==> src/rtl/dec_lut_pkg.sv <==
// dec_lut_pkg: shared parameters, FSM state type and helpers for the
// 16-bit LUT codec (encoder side and decoder LUT contents).
//   N_BITS : message index width
//   W_BITS : arithmetic codeword width
//   GEN    : odd generator constant; W = N * GEN
//   CNT_W  : width of the shift-add step counter
package dec_lut_pkg;

  localparam int unsigned N_BITS = 17;
  localparam int unsigned W_BITS = 30;
  localparam int unsigned GEN    = 8191;

  typedef enum logic [1:0] {
    IDLE = 2'd0,
    MUL  = 2'd1,
    DONE = 2'd2
  } state_e;

  function automatic int unsigned cnt_width(input int unsigned n);
    return (n > 1) ? $clog2(n) : 1;
  endfunction

  localparam int unsigned CNT_W = cnt_width(N_BITS);

endpackage

==> src/rtl/dec_lut_shift_add.sv <==
// dec_lut_shift_add: serial shift-add datapath computing n_i * GEN.
//   clk_i      : clock, rising edge
//   rst_i      : synchronous active-high reset, clears all registers
//   load_i     : mcand <= GEN, mult <= n_i, acc <= 0
//   step_i     : acc <= acc_next, mcand <<= 1, mult >>= 1
//   n_i        : multiplier (message index)
//   acc_next_o : accumulator value after the current step
//   mult_o     : remaining multiplier bits
module dec_lut_shift_add #(
  parameter int unsigned N_BITS = dec_lut_pkg::N_BITS,
  parameter int unsigned W_BITS = dec_lut_pkg::W_BITS,
  parameter int unsigned GEN    = dec_lut_pkg::GEN
) (
  input  logic              clk_i,
  input  logic              rst_i,
  input  logic              load_i,
  input  logic              step_i,
  input  logic [N_BITS-1:0] n_i,
  output logic [W_BITS-1:0] acc_next_o,
  output logic [N_BITS-1:0] mult_o
);

  logic [W_BITS-1:0] mcand_q;
  logic [N_BITS-1:0] mult_q;
  logic [W_BITS-1:0] acc_q;

  always_comb begin
    acc_next_o = acc_q + (mult_q[0] ? mcand_q : '0);
    mult_o     = mult_q;
  end

  always_ff @(posedge clk_i) begin
    if (rst_i) begin
      mcand_q <= '0;
      mult_q  <= '0;
      acc_q   <= '0;
    end else if (load_i) begin
      mcand_q <= W_BITS'(GEN);
      mult_q  <= n_i;
      acc_q   <= '0;
    end else if (step_i) begin
      acc_q   <= acc_next_o;
      mcand_q <= {mcand_q[W_BITS-2:0], 1'b0};
      mult_q  <= {1'b0, mult_q[N_BITS-1:1]};
    end
  end

endmodule

==> src/rtl/dec_lut_encoder16_clk.sv <==
// dec_lut_encoder16_clk: encoder for the 16-bit LUT decoder. Computes the
// codeword W = N * GEN with a serial shift-add multiplier and a start/done
// handshake matching the decoder's timing.
//   clk   : clock, rising edge
//   rst   : synchronous active-high reset; aborts an encode without done
//   start : request, accepted only in IDLE or DONE
//   N     : message index, captured on the accepted start edge
//   busy  : high while multiplying
//   done  : one-cycle pulse; W valid from this cycle
//   W     : codeword, held until the next done
// Build option: DEC_LUT_ENC_ZSKIP_EN enables early termination once the
// remaining multiplier bits are zero (N==0 goes straight to DONE).
module dec_lut_encoder16_clk #(
  parameter int unsigned N_BITS = dec_lut_pkg::N_BITS,
  parameter int unsigned W_BITS = dec_lut_pkg::W_BITS,
  parameter int unsigned GEN    = dec_lut_pkg::GEN
) (
  input  logic              clk,
  input  logic              rst,
  input  logic              start,
  input  logic [N_BITS-1:0] N,
  output logic              busy,
  output logic              done,
  output logic [W_BITS-1:0] W
);

  import dec_lut_pkg::*;

  if (W_BITS < N_BITS + $clog2(GEN + 1)) begin : g_bad_width
    $error("dec_lut_encoder16_clk: W_BITS too small for N_BITS and GEN");
  end
  if ((GEN % 2) == 0) begin : g_bad_gen
    $error("dec_lut_encoder16_clk: GEN must be odd");
  end

  localparam int unsigned CW = cnt_width(N_BITS);
  localparam logic [CW-1:0] CNT_LAST = CW'(N_BITS - 1);

  state_e            state_q, state_d;
  logic [CW-1:0]     cnt_q, cnt_d;
  logic [W_BITS-1:0] w_q, w_d;
  logic              load, step, last;
  logic [W_BITS-1:0] acc_next;
  logic [N_BITS-1:0] mult;

  dec_lut_shift_add #(
    .N_BITS(N_BITS),
    .W_BITS(W_BITS),
    .GEN   (GEN)
  ) u_mul (
    .clk_i     (clk),
    .rst_i     (rst),
    .load_i    (load),
    .step_i    (step),
    .n_i       (N),
    .acc_next_o(acc_next),
    .mult_o    (mult)
  );

`ifdef DEC_LUT_ENC_ZSKIP_EN
  // Exit as soon as no set multiplier bits remain beyond the current one.
  assign last = (cnt_q == CNT_LAST) || (mult[N_BITS-1:1] == '0);
`else
  assign last = (cnt_q == CNT_LAST);
`endif

  always_comb begin
    state_d = state_q;
    cnt_d   = cnt_q;
    w_d     = w_q;
    load    = 1'b0;
    step    = 1'b0;
    unique case (state_q)
      IDLE, DONE: begin
        state_d = IDLE;
        if (start) begin
`ifdef DEC_LUT_ENC_ZSKIP_EN
          if (N == '0) begin
            state_d = DONE;
            w_d     = '0;
          end else begin
            load    = 1'b1;
            cnt_d   = '0;
            state_d = MUL;
          end
`else
          load    = 1'b1;
          cnt_d   = '0;
          state_d = MUL;
`endif
        end
      end
      MUL: begin
        step  = 1'b1;
        cnt_d = cnt_q + CW'(1);
        if (last) begin
          state_d = DONE;
          w_d     = acc_next;
        end
      end
      default: state_d = IDLE;
    endcase
  end

  always_ff @(posedge clk) begin
    if (rst) begin
      state_q <= IDLE;
      cnt_q   <= '0;
      w_q     <= '0;
    end else begin
      state_q <= state_d;
      cnt_q   <= cnt_d;
      w_q     <= w_d;
    end
  end

  assign busy = (state_q == MUL);
  assign done = (state_q == DONE);
  assign W    = w_q;

endmodule

==> config.mk <==
export PLATFORM = sky130hd
export DESIGN_NAME = dec_lut_encoder16_clk
export DESIGN_NICKNAME = d
export VERILOG_FILES = /design/src/rtl/dec_lut_pkg.sv /design/src/rtl/dec_lut_shift_add.sv /design/src/rtl/dec_lut_encoder16_clk.sv
export SDC_FILE = /design/constraint.sdc
export NUM_CORES = 1
export LEC_CHECK = 0
export ABC_CLOCK_PERIOD_IN_PS = 3000
export CAP_MARGIN = 30
export CORE_MARGIN = 2
export CORE_UTILIZATION = 43
export CTS_CLUSTER_SIZE = 10
export DETAILED_ROUTE_END_ITERATION = 10
export PLACE_DENSITY = 0.68
export SLEW_MARGIN = 20
export SYNTH_ARGS = -nofsm -noshare
export SYNTH_HDL_FRONTEND = slang
export SYNTH_SLANG_ARGS = --single-unit
==> constraint.sdc <==
create_clock -name clk -period 3 [get_ports clk]
set_clock_uncertainty 0.15 [all_clocks]
set_input_delay 0.3 -clock clk [delete_from_list [all_inputs] [get_ports clk]]
set_output_delay 0.3 -clock clk [all_outputs]
set_load 0.02 [all_outputs]
==> impl_metrics.json <==
{
  "p_per_area_mw_per_mm2": 526.3,
  "yosys_warnings": 0,
  "cp_slowest_stage_delay_ns": 0.40,
  "cts.sink_count": 114,
  "use_met3_pct": 5.623,
  "row_count": 43,
  "peakVddDrop_mv": 0.3556,
  "whs_endpoint": "u_mul.mcand_q[0]$_SDFFE_PP0P_",
  "share_of_the_core_filled_with_cells_pct": 53.69,
  "max_clock_freq_mhz": 352.3,
  "rsz_0062_raised_after_global_routing": "false",
  "worstReg2RegStart": "u_mul.mult_o[0]$_SDFFE_PP0P_",
  "overflow": 0,
  "detailedPlacementHpwl_mm": 11.49,
  "report.final.setup_viol": 0,
  "post-route-min-period_ns": 2.838,
  "cts_post_setup_buffers_inserted": 0,
  "htree_levels": 4,
  "final_report_max_slew_violation_count": 0,
  "multi_input_gate_area_sq_mm": 0.003513,
  "fraction_of_synthesized_cell_area_taken_by_the_top_area_cell_type_pct": 37.61,
  "max-clock-path-buffers": 2,
  "tritoncts": "yes",
  "postLayoutCellArea_sq_mm": 0.007423,
  "tns_ns": 0,
  "antenna_left": 0,
  "cts_root_buffer": "sky130_fd_sc_hd__clkbuf_16",
  "grt_max_degree": 72,
  "cp.arrival_ns": 2.99,
  "drive_above_1_share_pct": 8.841,
  "grt_util_met2_pct": 34.36,
  "postSynthRegisterBits": 114,
  "vias_per_cell": 5.673,
  "buffer_ports.inserted": 51,
  "detail_route.first_pass.iterations": 7,
  "grt.met1_usage_pct": 30.14,
  "r2r_setup_slack_ns": 0.16,
  "die_h_um": 122.8,
  "grt_first_pass_wirelength_mm": 26.28,
  "yosys_most_used_dff": "sky130_fd_sc_hd__dfxtp_1",
  "total_power_mw": 3.907,
  "synth_largest_area_cell": "sky130_fd_sc_hd__dfxtp_1",
  "ys_seq_area_share_pct": 37.61,
  "design.die.area_sq_mm": 0.01508,
  "tightest_slew_ns": 0.6198,
  "syn_nets": 834,
  "gp_congestion": 0.8975,
  "floorplan.core_area_sq_mm": 0.01383,
  "ff2ff_path_depth": 10,
  "asyncSetResetFlopFracSynth_pct": 0,
  "finalWorstSetupSlack_ns": 0.1615,
  "placedCellCount": 987,
  "i_o_pin_total": 52,
  "synth.avg_cell_area_sq_um": 7.760,
  "global_route.usage.total_pct": 22.29,
  "max_cap_violations": 0,
  "area_growth_syn_to_layout_pct": 22.33,
  "dr_total_vias": 5769,
  "tritoncts.num_buffers": 17,
  "final_cell_count_no_fill": 1017,
  "route.detailed.drc": 0,
  "critical_path.top_delay_family": "compound AO/OA/AOI/OAI gates",
  "outcome": "finished clean",
  "worstSetupPathType": "reg2reg",
  "synth_area_leaders": "sky130_fd_sc_hd__dfxtp_1 38%, sky130_fd_sc_hd__nand2_1 8.5%, sky130_fd_sc_hd__a21oi_1 7.2%",
  "critPathRequiredTime_ns": 3.15,
  "critical_path.slowest_cell": "sky130_fd_sc_hd__ha_1",
  "grt_antenna_before_repair": 0,
  "synth_enable_flop_cells": 0,
  "layout.cells.most_common": "sky130_fd_sc_hd__nand2_1",
  "placed_cell_area_sq_mm": 0.006840,
  "maxSlewHeadroom_pct": 58.68,
  "critical_path_buffers_and_inverters": 2,
  "worst_setup_path_end_kind": "flop",
  "final_nets": 878,
  "register_area_sq_mm": 0.002283,
  "wl_mm": 15.88,
  "grt_pass1_vias": 5364,
  "p_leak_nw": 2.852,
  "grt_most_used_layer": "met2",
  "starting_drt_drc_count": 401,
  "timing.hold.ws_ns": 0.2421,
  "critical_path_cell_by_cell": "buf_4 > and2_1 > ha_1 > a21oi_1 > o21ai_1 > nand2b_1 > a21oi_1 > o21bai_1 > buf_4 > a211o_1",
  "critical_path.max_fanout": 15,
  "worst_hold_startpoint": "rst",
  "worstSetupStartpointType": "flop",
  "die_wd_um": 122.8,
  "syn-instance-count": 782,
  "clk_pin_slew_worst_paths_ns": 0.05,
  "finalHoldViolations": 0,
  "period_share_pct": 94.62,
  "antennaDiodeCount": 0,
  "filler_cell_count": 1332,
  "clk_latency_ns": 0.42,
  "detail_route.wl_per_cell_um": 15.61,
  "preCtsSetupSlack_ns": 0.07121,
  "worst_hold_class": "in2reg",
  "min_delay_path_depth": 2,
  "crit-reg2reg-capture": "W[28]$_SDFFE_PP0P_",
  "synthesis.area_sq_mm": 0.006068,
  "yosys.cell_types.count": 62,
  "layout_common_cells": "137 x sky130_fd_sc_hd__nand2_1, 113 x sky130_fd_sc_hd__dfxtp_1, 87 x sky130_fd_sc_hd__a21oi_1, 55 x sky130_fd_sc_hd__nor2_1, 50 x sky130_fd_sc_hd__clkdlybuf4s50_1",
  "initial_utilization_pct": 43.89
}
-- where the power goes --
part	leakage, nW	switching [mW]	total, mW	internal (mW)
combinational	1.64	0.198	0.312	0.114
sequential	0.927	0.0376	1.61	1.57
clock	0.284	0.682	1.99	1.31
-- flip-flops by register name, summed over array words and instances (netlist names) --
signal         cells
state_q            2
cnt_q              5
u_mul.mult_o      17
u_mul.acc_q       30
W                 30
u_mul.mcand_q     30
-- cell type report --
cell class / count / area share, %
well taps: 180 / 3.034
clock buffers: 19 / 5.967
flip-flops and latches: 114 / 30.76
inverters: 13 / 0.6573
clock inverters: 11 / 1.871
repair buffers: 83 / 10.38
multi-input cells: 597 / 47.33
-- worst max path at each step --
stage / from / endpoint / slack [ns] / cells past startpoint
floorplan: u_mul.mult_o[0]$_SDFFE_PP0P_ / W[28]$_SDFFE_PP0P_ / 0.31 / 12
global placement: u_mul.mult_o[0]$_SDFFE_PP0P_ / W[28]$_SDFFE_PP0P_ / 0.15 / 10
detailed placement: u_mul.mult_o[0]$_SDFFE_PP0P_ / W[28]$_SDFFE_PP0P_ / 0.07 / 10
CTS: u_mul.mult_o[0]$_SDFFE_PP0P_ / W[28]$_SDFFE_PP0P_ / 0.04 / 10
global route: u_mul.mult_o[0]$_SDFFE_PP0P_ / W[28]$_SDFFE_PP0P_ / 0.02 / 11
finish: u_mul.mult_o[0]$_SDFFE_PP0P_ / W[28]$_SDFFE_PP0P_ / 0.16 / 10
-- cells in the mapped netlist, types with 11 or more instances --
master / count
sky130_fd_sc_hd__and2_1: 30
sky130_fd_sc_hd__nand2_1: 137
sky130_fd_sc_hd__nand4_1: 18
sky130_fd_sc_hd__o22ai_1: 16
sky130_fd_sc_hd__xnor2_1: 11
sky130_fd_sc_hd__a21o_1: 13
sky130_fd_sc_hd__nor3_1: 21
sky130_fd_sc_hd__o21ai_0: 16
sky130_fd_sc_hd__inv_1: 12
sky130_fd_sc_hd__clkbuf_1: 41
sky130_fd_sc_hd__nand3_1: 24
sky130_fd_sc_hd__a21oi_1: 87
sky130_fd_sc_hd__a211oi_1: 12
sky130_fd_sc_hd__nor2_1: 56
sky130_fd_sc_hd__dfxtp_1: 114
sky130_fd_sc_hd__ha_1: 31
-- cell families after synthesis --
family / Yosys count / synth area share, %
AND/OR/NAND/NOR: 331 / 25.98
AO/OA/AOI/OAI: 214 / 22.21
XOR/XNOR: 19 / 2.742
buffers and inverters: 71 / 4.577
flip-flops: 114 / 37.61
multiplexers: 1 / 0.1650
adder cells (fa/ha/maj): 32 / 6.722
-- metal layers --
metal	vias to the layer above	part of all wire, %
met1	2697	47
met3	19	6.1
li1	2879	-
met2	174	45
met4	0	1.6
met5	-	0
-- worst reg2reg max path: cells and delay by family (launching register included) --
family | cells | cell delay, ns
fa+ha+maj | 1 | 0.40
buf+inv | 2 | 0.33
compound gates | 5 | 1.15
simple gates | 2 | 0.33
flops | 1 | 0.37
-- timing repair --
action | CTS | global route
gates resized for setup | 0 | 1
setup endpoints to repair | 0 | 17
endpoints found under the hold margin | 0 | 0
hold buffers | 0 | 0
Note: power is estimated with default switching activity, not from simulation.
